**src/rtl/alu_pkg.sv**
```systemverilog
// alu_pkg: shared definitions for blocks that drive the team's 4-bit ALU.
//   Widths    : ALU_OP_W, ALU_DATA_W, ALU_RES_W
//   Opcodes   : ALU_OP_* constants; codes >= NUM_OPS_DEF are illegal
//   Types     : state_t sequencer states
//   Functions : op_legal() opcode range check
package alu_pkg;

   localparam int unsigned ALU_OP_W   = 4;
   localparam int unsigned ALU_DATA_W = 4;
   localparam int unsigned ALU_RES_W  = 8;

   localparam logic [ALU_OP_W-1:0] ALU_OP_ADD = 4'h0;
   localparam logic [ALU_OP_W-1:0] ALU_OP_SUB = 4'h1;
   localparam logic [ALU_OP_W-1:0] ALU_OP_AND = 4'h2;
   localparam logic [ALU_OP_W-1:0] ALU_OP_OR  = 4'h3;
   localparam logic [ALU_OP_W-1:0] ALU_OP_XOR = 4'h4;
   localparam logic [ALU_OP_W-1:0] ALU_OP_NOT = 4'h5;
   localparam logic [ALU_OP_W-1:0] ALU_OP_SHL = 4'h6;
   localparam logic [ALU_OP_W-1:0] ALU_OP_SHR = 4'h7;
   localparam logic [ALU_OP_W-1:0] ALU_OP_MUL = 4'h8;
   localparam logic [ALU_OP_W-1:0] ALU_OP_CMP = 4'h9;

   localparam int unsigned NUM_OPS_DEF = 10;

   typedef enum logic [1:0] {
      IDLE,
      WAIT,
      RESP
   } state_t;

   function automatic logic op_legal(input logic [ALU_OP_W-1:0] op,
                                     input int unsigned num_ops);
      return ({28'd0, op} < num_ops);
   endfunction

endpackage

```
**src/rtl/rr_arbiter.sv**
```systemverilog
// rr_arbiter: combinational round-robin arbiter.
//   req   : request vector, one bit per requester
//   ptr   : highest-priority index; search runs upward from here with wrap
//   grant : one-hot grant (all zero when no request)
//   idx   : index of the granted requester
//   found : at least one request present
module rr_arbiter #(
   parameter int unsigned N  = 2,
   parameter int unsigned IW = 2
) (
   input  logic [N-1:0]  req,
   input  logic [IW-1:0] ptr,
   output logic [N-1:0]  grant,
   output logic [IW-1:0] idx,
   output logic          found
);

   // Outer loop walks priority order, inner loop keeps every bit select constant.
   always_comb begin
      grant = '0;
      idx   = '0;
      found = 1'b0;
      for (int unsigned k = 0; k < N; k++) begin
         for (int unsigned i = 0; i < N; i++) begin
            if (!found && req[i] && (((32'(ptr) + k) % N) == i)) begin
               found    = 1'b1;
               grant[i] = 1'b1;
               idx      = IW'(i);
            end
         end
      end
   end

endmodule

```
**src/rtl/alu_arbiter_seq.sv**
```systemverilog
// alu_arbiter_seq: shares one combinational 4-bit ALU between NREQ requesters.
//   clk, rst                 : clock, synchronous active-high reset
//   req_valid/ready          : per-requester command handshake
//   req_a/req_b/req_op       : packed commands, requester i at [4i+3:4i]
//   rsp_valid/ready          : per-requester response handshake
//   rsp_data, rsp_err        : shared result and illegal-opcode flag
//   alu_a/alu_b/alu_op       : to ALU;  alu_result : from ALU
//   busy, grant_id           : status
module alu_arbiter_seq
   import alu_pkg::*;
#(
   parameter int unsigned NREQ    = 2,
   parameter int unsigned ALU_LAT = 1,
   parameter int unsigned NUM_OPS = NUM_OPS_DEF
) (
   input  logic                  clk,
   input  logic                  rst,
   input  logic [NREQ-1:0]       req_valid,
   output logic [NREQ-1:0]       req_ready,
   input  logic [4*NREQ-1:0]     req_a,
   input  logic [4*NREQ-1:0]     req_b,
   input  logic [4*NREQ-1:0]     req_op,
   output logic [NREQ-1:0]       rsp_valid,
   input  logic [NREQ-1:0]       rsp_ready,
   output logic [ALU_RES_W-1:0]  rsp_data,
   output logic                  rsp_err,
   output logic [ALU_DATA_W-1:0] alu_a,
   output logic [ALU_DATA_W-1:0] alu_b,
   output logic [ALU_OP_W-1:0]   alu_op,
   input  logic [ALU_RES_W-1:0]  alu_result,
   output logic                  busy,
   output logic [1:0]            grant_id
);

   state_t                state, state_nx;
   logic [1:0]            rr_ptr;
   logic [2:0]            cnt;
   logic [NREQ-1:0]       arb_grant;
   logic [1:0]            arb_idx;
   logic                  arb_found;
   logic [ALU_DATA_W-1:0] sel_a, sel_b;
   logic [ALU_OP_W-1:0]   sel_op;
   logic                  sel_legal;

   rr_arbiter #(.N(NREQ), .IW(2)) u_arb (
      .req   (req_valid),
      .ptr   (rr_ptr),
      .grant (arb_grant),
      .idx   (arb_idx),
      .found (arb_found)
   );

   always_comb begin
      sel_a  = '0;
      sel_b  = '0;
      sel_op = '0;
      for (int unsigned i = 0; i < NREQ; i++) begin
         sel_a  = sel_a  | (req_a[4*i +: 4]  & {4{arb_grant[i]}});
         sel_b  = sel_b  | (req_b[4*i +: 4]  & {4{arb_grant[i]}});
         sel_op = sel_op | (req_op[4*i +: 4] & {4{arb_grant[i]}});
      end
      sel_legal = op_legal(sel_op, NUM_OPS);
   end

   always_comb begin
      state_nx  = state;
      req_ready = '0;
      rsp_valid = '0;
      busy      = (state != IDLE);
      case (state)
         IDLE: begin
            req_ready = arb_grant;
            if (arb_found) state_nx = sel_legal ? WAIT : RESP;
         end
         WAIT: begin
            if (cnt == 3'(ALU_LAT - 1)) state_nx = RESP;
         end
         RESP: begin
            for (int unsigned i = 0; i < NREQ; i++) begin
               if (grant_id == 2'(i)) begin
                  rsp_valid[i] = 1'b1;
                  if (rsp_ready[i]) state_nx = IDLE;
               end
            end
         end
         default: state_nx = IDLE;
      endcase
   end

   // The ALU drive registers double as the operand latch: they are loaded only
   // for legal ops, so they already hold steady outside WAIT.
   always_ff @(posedge clk) begin
      if (rst) begin
         state    <= IDLE;
         rr_ptr   <= '0;
         cnt      <= '0;
         alu_a    <= '0;
         alu_b    <= '0;
         alu_op   <= '0;
         rsp_data <= '0;
         rsp_err  <= 1'b0;
         grant_id <= '0;
      end else begin
         state <= state_nx;
         case (state)
            IDLE: begin
               if (arb_found) begin
                  grant_id <= arb_idx;
                  rr_ptr   <= (arb_idx == 2'(NREQ - 1)) ? 2'd0 : arb_idx + 2'd1;
                  cnt      <= '0;
                  if (sel_legal) begin
                     alu_a  <= sel_a;
                     alu_b  <= sel_b;
                     alu_op <= sel_op;
                  end else begin
                     rsp_data <= '0;
                     rsp_err  <= 1'b1;
                  end
               end
            end
            WAIT: begin
               cnt <= cnt + 3'd1;
               if (cnt == 3'(ALU_LAT - 1)) begin
                  rsp_data <= alu_result;
                  rsp_err  <= 1'b0;
               end
            end
            default: ;
         endcase
      end
   end

endmodule

```
**config.mk**
```make
export PLATFORM = sky130hd
export DESIGN_NAME = alu_arbiter_seq
export DESIGN_NICKNAME = d
export VERILOG_FILES = /design/src/rtl/alu_pkg.sv /design/src/rtl/rr_arbiter.sv /design/src/rtl/alu_arbiter_seq.sv
export SDC_FILE = /design/constraint.sdc
export NUM_CORES = 1
export LEC_CHECK = 0
export ABC_AREA = 1
export BUFFER_PORTS_ARGS = -buffer_cell sky130_fd_sc_hd__buf_4
export CAP_MARGIN = 40
export CORE_ASPECT_RATIO = 1.2
export CORE_MARGIN = 2
export CORE_UTILIZATION = 47
export DETAILED_ROUTE_END_ITERATION = 16
export PLACE_DENSITY_LB_ADDON = 0.2
export SYNTH_ARGS = -nofsm -noshare
export SYNTH_HDL_FRONTEND = slang
export SYNTH_SLANG_ARGS = --single-unit
```
**constraint.sdc**
```tcl
create_clock -name clk -period 1.7 [get_ports clk]
set_input_delay 0.085 -clock clk [delete_from_list [all_inputs] [get_ports clk]]
set_output_delay 0.085 -clock clk [all_outputs]
set_load 0.03 [all_outputs]
```
### Word level (Yosys, flattened, before mapping)

Index checks and enable logic that the tools add are counted.

* register bits after elaboration: 29
* input port bits: 38
* logic and storage cells: 84

* add/subtract/negate cells: 3
* $lt $le $gt $ge: 1
* equal/unequal tests: 7
* mux-type cells: 33
* bitwise operators: 9
* reduce and logical (&&, ||, !) cells: 22

Operators with widths (count)
* zero test 32 bit: 2
* bitwise AND 4 bit: 6
* 2-to-1 mux 8 bit: 3
* 2-to-1 mux 2 bit: 9
* 2-to-1 mux 1 bit: 16
* case mux 8 bit (2 select lines): 1
* OR 4 bit: 3
* logical AND 1 bit: 7
* equality test 2 x 1 -> 1 bit (second input constant): 3
* inequality test 2 bit (second input constant): 3
* case mux 2 bit (3 select lines): 1
* case mux 3 bit (2 select lines): 1
* AND reduction 2 bit: 3
* zero test 2 bit: 2
* less-than comparator 4 bit (second input constant): 1
* AND reduction 4 bit: 1
* nonzero test 2 bit: 2
* adder 3 x 1 -> 3 bit (second input constant): 1
* zero test 1 bit: 3
* zero test 3 bit: 1
* 2-to-1 mux 3 bit: 1
* AND reduction 3 bit: 1
* adder 1 bit (second input constant): 2
* equality test 2 bit (second input constant): 1
* case mux 1 bit (2 select lines): 1

### Depth between registers and ports, before layout

Gate-level depths: netlist of the first run.

* depth after elaboration: 21
* depth in mapped cells: 12
* depth with buffers taken out: 10

### Cells and area by module

A second synthesis of the first run with hierarchy kept.

* cells, all modules: 229
* area, all modules: 1549.0 sq um

By module, submodules not included
* alu_arbiter_seq: times used 1, cells an instance 220, area each 1507.7 sq um, sequential area each 600.6 sq um
* rr_arbiter: times used 1, cells an instance 9, area each 41.3 sq um, sequential area each 0.0 sq um

### Worst setup path after synthesis of the first run

No wires, ideal clock.

* path kind: register -> register
* from: register state[0]
* to: register grant_id[0]
* arrival: 1586 ps
* setup slack: -45 ps
* cell stages (with the launch flop): 7
* buffers on the path: 0
* cell sequence: dfxtp_1 -> inv_1 -> nand2_1 -> nor2_1 -> inv_1 -> a21oi_1 -> a211oi_1

* cells in the longest elaborated chain, start to end: 2

Ends and longest elaborated chain
* from (decl): RTL line alu_arbiter_seq.sv:35 `state_t state, state_nx;`
* from (signal assigned): RTL line alu_arbiter_seq.sv:104 `state <= state_nx;`
* zero test 2 bit: RTL line alu_arbiter_seq.sv:105 `case (state)`
* AND reduction 2 bit (no source line)
* to (signal assigned): RTL line alu_arbiter_seq.sv:108 `grant_id <= arb_idx;`
* to (decl): RTL line alu_arbiter_seq.sv:32 `output logic [1:0] grant_id`

Every way passes these cells.
A chain may end at the register's enable or synchronous reset.

### Worst setup path in the final report of the first run

* from: register state[0]
* to: output port req_ready[0]

* cells in the longest elaborated chain, start to end: 2

Ends and longest elaborated chain
* zero test 2 bit: RTL line alu_arbiter_seq.sv:70 `case (state)`
* 2-to-1 mux 2 bit: RTL line alu_arbiter_seq.sv:70
* to (decl): RTL line alu_arbiter_seq.sv:19 `output logic [NREQ-1:0] req_ready,`

Every way passes these cells.

==> flow_summary.yaml, run 1 <==
synth:
  synth_top_flop_cell: "dfxtp_1"
  ys_ff_latch: 28
  synthArstFlopShare_pct: 0
  syn_area_sq_um: 1543
  synth.area.top_cells: "dfxtp_1 36%, nand2_1 15%, nor2_1 13%"
  synthMostInstantiatedCell: "nand2_1"
  yosysTopAreaCellShare_pct: 36.33
  yosys.area.top_type: "dfxtp_1"
  synth_edf_count: 0
  syn-num-nets: 286
  synth.avg_cell_area_sq_um: 6.271
  synth_cells: 246
  ys_seq_area_share_pct: 36.33
  yosysUniqueCellTypes: 23
  synth-warning-count: 0
  synthTopCellsByCount: "60 x nand2_1, 54 x nor2_1, 41 x inv_1, 28 x dfxtp_1, 24 x nand3_1"
global_routing:
  grt_max_degree: 25
  antenna_found_initial: 0
  grt_pass1_wl_um: 5982
  grt_overflow: 0
  grt_pass1_vias: 1446
  grt_use_total_pct: 19.85
sta:
  min_period_over_period_pct: 91.64
  hold_viol_final: 0
  min_period_ps: 1558
  fin_skew_ps: 5.890
  drv_slew: 0
  max_freq_mhz: 641.9
  setup_violations: 0
  finalSetupTns_ps: 0
  layout_setup_ws_ps: 142.1
  rsz0062_at_grt: "no"
critical_path:
  crit_type: "reg -> out"
  r2r_cells: 7
  crit_fanout: 4
  cp.required_ps: 1620
  r2r_end: "alu_b[1]$_SDFFE_PP0P_"
  r2r_slack_ps: 180
  end_kind: "output port"
  r2r_start: "rr_ptr[0]$_SDFFE_PP0P_"
  arrival_ps: 1470
  cp-start-kind: "flip-flop"
worst_hold_path:
  hold_class: "in -> reg"
  whs_path_depth: 4
  holdPathEnd: "state[1]$_SDFFE_PP0P_"
  hold_path.startpoint: "rsp_ready[1]"
route:
  routed_wl_um: 3388
  ant_nets: 0
  first_pass_iters: 6
  vias: 1587
  vias_per_cell: 4.627
  dr.first_iter.drc_count: 52
  wl_per_cell_um: 9.878
  drc: 0
clock_network:
  cts_tree: "done"
  cts_root_buf: "clkbuf_4"
  clk_path_buf_depth: 2
  clock-sinks: 28
  htreeDepth: 1
  cts.clk_slew.worst_paths_ps: 150
  clock_latency_ps: 330
  cts_made_buffers: 3
cells_and_area:
  diodes: 0
  fin_nets: 348
  drive_above_1_share_pct: 26.71
  area_delta_synth_final_pct: 34.47
place:
  gp_congestion: 0.7878
  place_ws_ps: 204.6
  io_buffers: 64
  hpwl_um: 2549
power_and_ir_drop:
  p_leak_nw: 1.172
  p_clk_share_pct: 14.1
  ir_drop_mv: 0.8345
  p_sw_w: 0.0009760
  comb_power_share_pct: 48.9
  switching_share_pct: 42.33
  pwr-share-seq_pct: 37.0
  total_power_w: 0.002306
  p_per_area_nw_per_um2: 1112
  internal_power_w: 0.001330
flow_run:
  cap_violations: 0
die:
  die_w_um: 56.30
  die_area_sq_um: 3759
  io_pins: 66
  die_y_um: 66.76
  core_sq_um: 3110
  start_util_pct: 49.60
  rows: 22
status:
  status: "finished clean"
==> sequential cells by signal (all words and copies together), names as in the netlist <==
| signal | count |
|---|---|
| rr_ptr | 1 |
| alu_a | 4 |
| grant_id | 1 |
| alu_op | 4 |
| rsp_data | 8 |
| state | 2 |
| rsp_err | 1 |
| alu_b | 4 |
| cnt | 3 |
==> layout by cell type, fill, tap and decap left out, types with 2 or more instances in the layout <==
cell type  Yosys  routed
buf_4          2      67
nand2_1       60      60
nor2_1        54      53
inv_1         41      41
dfxtp_1       28      28
nand3_1       24      24
a21oi_1        8       7
nand2_2        5       5
o21ai_0        3       3
clkbuf_4       0       3
a211oi_1       2       2
ha_1           2       2
==> area by class of cell <==
type,count,area (sq um)
Tap cell,36,45.04
Timing Repair Buffer,68,513.0
Fill cell,299,1036
Inverter,42,157.7
Clock buffer,4,36.28
Sequential cell,28,560.5
Multi-Input combinational cell,165,762.0
==> power by group through the flow <==
| stage | clock (W) | sequential, W | combinational (W) |
|---|---|---|---|
| 2_1_floorplan | 0 | 0.00108 | 0.000566 |
| 3_3_place_gp | 0 | 0.000867 | 0.00111 |
| 3_5_place_dp | 0 | 0.000868 | 0.00112 |
| 4_1_cts | 0.000340 | 0.000855 | 0.00113 |
| 5_1_grt | 0.000356 | 0.000870 | 0.00126 |
| 6_report | 0.000326 | 0.000854 | 0.00113 |
==> worst max-delay path, stage by stage, from the launching register on <==
cell	delay (ps)
dfxtp_1	340
inv_1	80
nand2_1	120
nor2_4	150
inv_1	90
a21oi_2	170
buf_4	190
==> through the flow <==
step | instances | hold slack, ps | util, % | instance area [sq um]
2_1_floorplan | 246 | 154.1 | - | 1546
3_3_place_gp | 338 | 285.1 | 64.96 | 2021
3_5_place_dp | 338 | 286.8 | 64.96 | 2021
4_1_cts | 343 | 86.21 | 66.53 | 2069
5_1_grt | 343 | 108.4 | 66.69 | 2074
6_report | 343 | 92.04 | 66.69 | 2074
==> kinds of logic after synthesis <==
logic type | count (synthesis) | share of synthesized area, %
AOI/OAI and AO/OA | 15 | 6.083
adders and majority gates | 2 | 1.622
buffers and inverters | 53 | 15.00
DFF | 28 | 36.33
other | 1 | 0.2431
and+or+nand+nor | 147 | 40.71
==> how the worst max path moves through the flow <==
stage                                      start  cells after the start                  endpoint
after global routing      rr_ptr[0]$_SDFFE_PP0P_                      8     alu_a[2]$_SDFFE_PP0P_
final                      state[0]$_SDFFE_PP0P_                      6              req_ready[0]
after floorplan            state[0]$_SDFFE_PP0P_                      6  grant_id[0]$_SDFFE_PP0P_
after CTS                  state[0]$_SDFFE_PP0P_                      6              req_ready[0]
after global placement    rr_ptr[0]$_SDFFE_PP0P_                      7    alu_op[1]$_SDFFE_PP0P_
after detailed placement  rr_ptr[0]$_SDFFE_PP0P_                      7     alu_b[1]$_SDFFE_PP0P_
==> routing by layer <==
layer  global-route usage, %  share of wire [%]  wire (um)
met1                   23.58                 45       1533
met2                   36.47                 47       1602
met3                   3.107                6.7        227
met4                   6.250               0.74         25
met5                       0                  0          0
==> repair_timing <==
action | 4_1_cts | 5_1_grt
setup endpoints to repair | 1 | 1
hold buffers | 1 | 0
pin swaps | 0 | 0
hold endpoints to repair | 3 | 0
gates resized for setup | 1 | 1
setup buffers | 0 | 0
No activity file was read; power rests on OpenSTA's default activity.
==> run 2: changes to the inputs <==
ABC_AREA = default   (was 1)
CORE_UTILIZATION = 44   (was 47)
==> run 2 against run 1 <==
Cell count shrank 30%; wire length is 1.1% lower; clock power is 33% higher; combinational power fell by 39%; die area shrank 11%; fmax fell by 2.3%; register-to-register slack got worse by 80 ps; first-iteration DRC count fell by 63%; via count decreased by 20%.
==> flow_summary.yaml, run 2 <==
sta:
  setup_violations: 0
  layout_setup_ws_ps: 104.6
  rsz0062_at_grt: "no"
  min_period_ps: 1595
  drv_slew: 0
  max_freq_mhz: 626.8
  fin_skew_ps: 2.953
  holdWs_ps: 15.01
  hold_viol_final: 0
  finalSetupTns_ps: 0
  min_period_over_period_pct: 93.85
critical_path:
  crit_fanout: 8
  cp.required_ps: 1980
  arrival_ps: 1880
  crit_type: "reg -> reg"
  cp-start-kind: "flip-flop"
  end_kind: "flip-flop"
route:
  vias: 1269
  drc: 0
  ant_nets: 0
  first_pass_iters: 4
  routed_wl_um: 3352
  dr.first_iter.drc_count: 19
  wl_per_cell_um: 13.91
  vias_per_cell: 5.266
place:
  io_buffers: 64
  place_ws_ps: 58.14
  hpwl_um: 2388
  gp_congestion: 0.7373
cells_and_area:
  final_common_cell: "buf_4"
  largest_register_ffs: 8
  most-common-layout-cells: "69 x buf_4, 28 x dfxtp_1, 16 x inv_1, 12 x a22oi_1, 10 x o32ai_1"
  utilization_pct: 69.90
  fin_nets: 248
  top_register: "rsp_data"
  area_delta_synth_final_pct: 52.25
  fillers: 228
  diodes: 0
  drive_above_1_share_pct: 41.55
clock_network:
  clock_latency_ps: 330
  htreeDepth: 1
  cts.clk_slew.worst_paths_ps: 150
  cts_made_buffers: 3
  cts_root_buf: "clkbuf_4"
  cts_tree: "done"
  clock-sinks: 28
  clk_path_buf_depth: 2
synth:
  synth.area.top_cells: "dfxtp_1 44%, a22oi_1 7.0%, o32ai_1 6.8%"
  yosysTopAreaCellShare_pct: 43.84
  synth_cells: 134
  synthMostInstantiatedCell: "dfxtp_1"
  yosys.area.top_type: "dfxtp_1"
  synth.avg_cell_area_sq_um: 9.543
  ys_ff_latch: 28
  yosysUniqueCellTypes: 39
  synth_edf_count: 0
  syn_area_sq_um: 1279
  ys_seq_area_share_pct: 43.84
  synthTopCellsByCount: "28 x dfxtp_1, 16 x inv_1, 12 x a22oi_1, 10 x o32ai_1, 9 x nor2_1"
  synth_top_flop_cell: "dfxtp_1"
  syn-num-nets: 174
  synth-warning-count: 0
  synthArstFlopShare_pct: 0
die:
  core_sq_um: 2785
  rows: 21
  start_util_pct: 45.91
  die_w_um: 53.21
  die_y_um: 63.06
  die_area_sq_um: 3355
  io_pins: 66
global_routing:
  grt_overflow: 0
  grt_pass1_wl_um: 5340
  antenna_found_initial: 0
  grt_max_degree: 24
  grt_use_total_pct: 20.87
  grt_pass1_vias: 1271
status:
  status: "finished clean"
power_and_ir_drop:
  total_power_w: 0.001902
  p_leak_nw: 0.8875
  ir_drop_mv: 0.6982
  p_per_area_nw_per_um2: 976.7
flow_run:
  cap_violations: 0
worst_hold_path:
  hold_class: "in -> reg"
-- run 2: cell types whose count changed after synthesis, moves of 10 or more --
| cell | previous run | this run |
|---|---|---|
| a22oi_1 | 0 | 12 |
| inv_1 | 41 | 16 |
| nand2_1 | 60 | 1 |
| nand3_1 | 24 | 1 |
| nor2_1 | 54 | 9 |
| o32ai_1 | 0 | 10 |
-- run 2: what timing repair did --
| action | 4_1_cts | 5_1_grt |
|---|---|---|
| gates resized for setup | 0 | 5 |
| setup buffers | 0 | 1 |
| hold endpoints to repair | 9 | 0 |
| endpoints found under the setup margin | 0 | 21 |
| hold buffers | 9 | 0 |
-- run 2: where the power goes --
part	switching, W	leakage, nW	total, W	internal (W)
logic	0.000385	0.630	0.000688	0.000303
clock network	0.000194	0.0279	0.000433	0.000239
registers	0.0000527	0.229	0.000781	0.000728
total	0.000632	0.888	0.00190	0.00127
-- run 2: per-stage QoR --
stage,instance area [sq um],cells
2_1_floorplan,1279,134
3_3_place_gp,1782,227
3_5_place_dp,1782,227
4_1_cts,1924,240
5_1_grt,1947,241
6_report,1947,241
-- run 2: worst max-delay path, stage by stage (launching register included) --
cell and delay [ps]:
dfxtp_1 370, nand2b_1 190, a32o_2 360, a311oi_4 290, buf_4 200, a22o_1 140
-- run 2: final cells by class --
cell class	instances	area, sq um	area share (%)
clock buffer	3	22.52	1.157
sequential	28	560.5	28.79
inverter	16	60.06	3.085
clock inverter	1	30.03	1.542
timing repair buffer	78	608.1	31.23
tap	34	42.54	2.185
multi-input combinational	81	623.1	32.01
-- run 2: path summary, 6_finish.rpt --
kind	startpoint	to	slack [ps]	depth (start not counted)
worst max-delay path	rr_ptr[0]$_SDFFE_PP0P_	rsp_data[7]$_SDFFE_PP0P_	100	5
worst min-delay path	req_b[7]	alu_b[3]$_SDFFE_PP0P_	20	3
worst max register to register	rr_ptr[0]$_SDFFE_PP0P_	rsp_data[7]$_SDFFE_PP0P_	100	5
worst min register to register	alu_op[3]$_SDFFE_PP0P_	alu_op[3]$_SDFFE_PP0P_	480	2
-- run 2: logic make-up after synthesis --
kind of cell / share of synthesized area, %
multiplexers: 1.663
buffers and inverters: 8.610
other: 0.2933
flip-flops: 43.84
AO/OA/AOI/OAI: 31.80
AND/OR/NAND/NOR: 11.84
adder cells (fa/ha/maj): 1.957
-- run 2: layer usage --
layer	part of all wire, %	vias to the layer above	global-route usage [%]
met3	4.8	4	4.265
met2	54	34	38.12
met5	0	-	0
li1	-	641	-
met4	0.87	0	5.769
met1	40	590	23.35
==> run 3: changes to the inputs <==
CORE_ASPECT_RATIO = 1.1   (was 1.2)
CORE_UTILIZATION = 46   (was 44)
CTS_BUF_LIST = sky130_fd_sc_hd__clkbuf_8   (was default)
==> run 3 against run 2 <==
First-iteration DRC count rose by 16%; total power up 3.4%; setup slack worse by 11 ps; wire length is 5.9% lower; worst hold slack improved by 12 ps; largest cell class unchanged; sequential power hardly changed; via count rose by 1.5%; sequential share of layout area grew 1.2 points; largest power group unchanged; count of clock-buffer cells in the layout unchanged.
==> flow_summary.yaml, run 3 (synthesis gave the netlist of run 2 again) <==
sta:
  finalSetupTns_ps: 0
  rsz0062_at_grt: "no"
  setup_violations: 0
  fin_skew_ps: 1.632
  min_period_over_period_pct: 94.49
  drv_slew: 0
  max_freq_mhz: 622.5
  hold_viol_final: 0
  layout_setup_ws_ps: 93.63
  min_period_ps: 1606
clock_network:
  cts_root_buf: "clkbuf_8"
  clk_path_buf_depth: 2
  clock-sinks: 28
  htreeDepth: 1
  cts_tree: "done"
  cts.clk_slew.worst_paths_ps: 100
  clock_latency_ps: 270
  cts_made_buffers: 3
  cts_hold_buf: 0
critical_path:
  r2r_slack_ps: 90
  cp_cell_sequence: "nand2b_1 > a32o_2 > a211o_2 > o32ai_1"
  r2r_start: "rr_ptr[0]$_SDFFE_PP0P_"
  crit_type: "reg -> reg"
  worst_path_max_delay_cell: "a211o_2"
  cpPeakStageDelay_ps: 450
  end_kind: "flip-flop"
  cp-start-kind: "flip-flop"
  arrival_ps: 1780
  cp_top_family: "compound AO/OA/AOI/OAI gates"
  crit_fanout: 10
  cp.required_ps: 1880
  startpoint: "rr_ptr[0]$_SDFFE_PP0P_"
  crit_buf_inv: 0
cells_and_area:
  drive_above_1_share_pct: 43.43
  top_register: "rsp_data"
  largest_register_ffs: 8
  fin_nets: 239
  area_delta_synth_final_pct: 45.99
  final_common_cell: "buf_4"
  utilization_pct: 69.07
  final_area_sq_um: 1867
  diodes: 0
  most-common-layout-cells: "69 x buf_4, 28 x dfxtp_1, 16 x inv_1, 12 x a22oi_1, 10 x o32ai_1"
route:
  drc: 0
  vias_per_cell: 5.576
  dr.first_iter.drc_count: 22
  vias: 1288
  first_pass_iters: 4
  ant_nets: 0
  routed_wl_um: 3153
  wl_per_cell_um: 13.65
global_routing:
  grt_use_total_pct: 20.44
  grt_overflow: 0
  grt_pass1_vias: 1155
  antenna_found_initial: 0
  grt_max_degree: 24
  grt_pass1_wl_um: 4878
flow_run:
  cap_violations: 0
power_and_ir_drop:
  p_leak_nw: 0.8565
  total_power_w: 0.001966
  p_per_area_nw_per_um2: 1053
  ir_drop_mv: 0.7544
die:
  die_w_um: 54.27
  core_sq_um: 2703
  die_y_um: 59.30
  start_util_pct: 47.31
  rows: 20
  die_area_sq_um: 3218
  io_pins: 66
place:
  place_area_sq_um: 1780
  io_buffers: 64
  hpwl_um: 2396
  place_ws_ps: 87.91
  gp_congestion: 0.7527
status:
  status: "finished clean"
worst_hold_path:
  hold_path.startpoint: "alu_result[0]"
  hold_class: "in -> reg"
[run 3: power by group]
part	switching, W	total [W]	internal [W]
sequential	0.0000533	0.000781	0.000728
clock	0.000205	0.000520	0.000315
combinational	0.000378	0.000665	0.000287
total	0.000636	0.00197	0.00133
[run 3: area by class of cell]
class / count / area (sq um)
clock inverters: 1 / 30.03
flip-flops and latches: 28 / 560.5
repair buffers: 69 / 518.0
well taps: 33 / 41.29
inverters: 16 / 60.06
multi-input cells: 81 / 615.6
fillers: 212 / 835.8
clock buffers: 3 / 41.29
[run 3: worst paths after layout]
| check | to | cells past startpoint |
|---|---|---|
| max | alu_b[3]$_SDFFE_PP0P_ | 4 |
| min | rsp_data[0]$_SDFFE_PP0P_ | 2 |
| max reg2reg | alu_b[3]$_SDFFE_PP0P_ | 4 |
| min reg2reg | alu_b[0]$_SDFFE_PP0P_ | 2 |
[run 3: stage by stage]
step / instances / hold WS, ps
6_report: 231 / 26.62
3_3_place_gp: 226 / 302.1
4_1_cts: 230 / 25.63
5_1_grt: 231 / 22.61
2_1_floorplan: 134 / 217.9
3_5_place_dp: 226 / 308.3
[run 3: metal layers]
metal	share of wire (%)	track usage [%]	wire length, um
met3	6.0	3.030	190
met2	53	35.97	1678
met5	0	0	0
met1	39	24.88	1243
met4	1.3	6.786	40
[run 3: repair_timing]
item	in CTS	in global routing
setup buffers	0	1
resized for setup	0	4
setup endpoints to repair	0	19
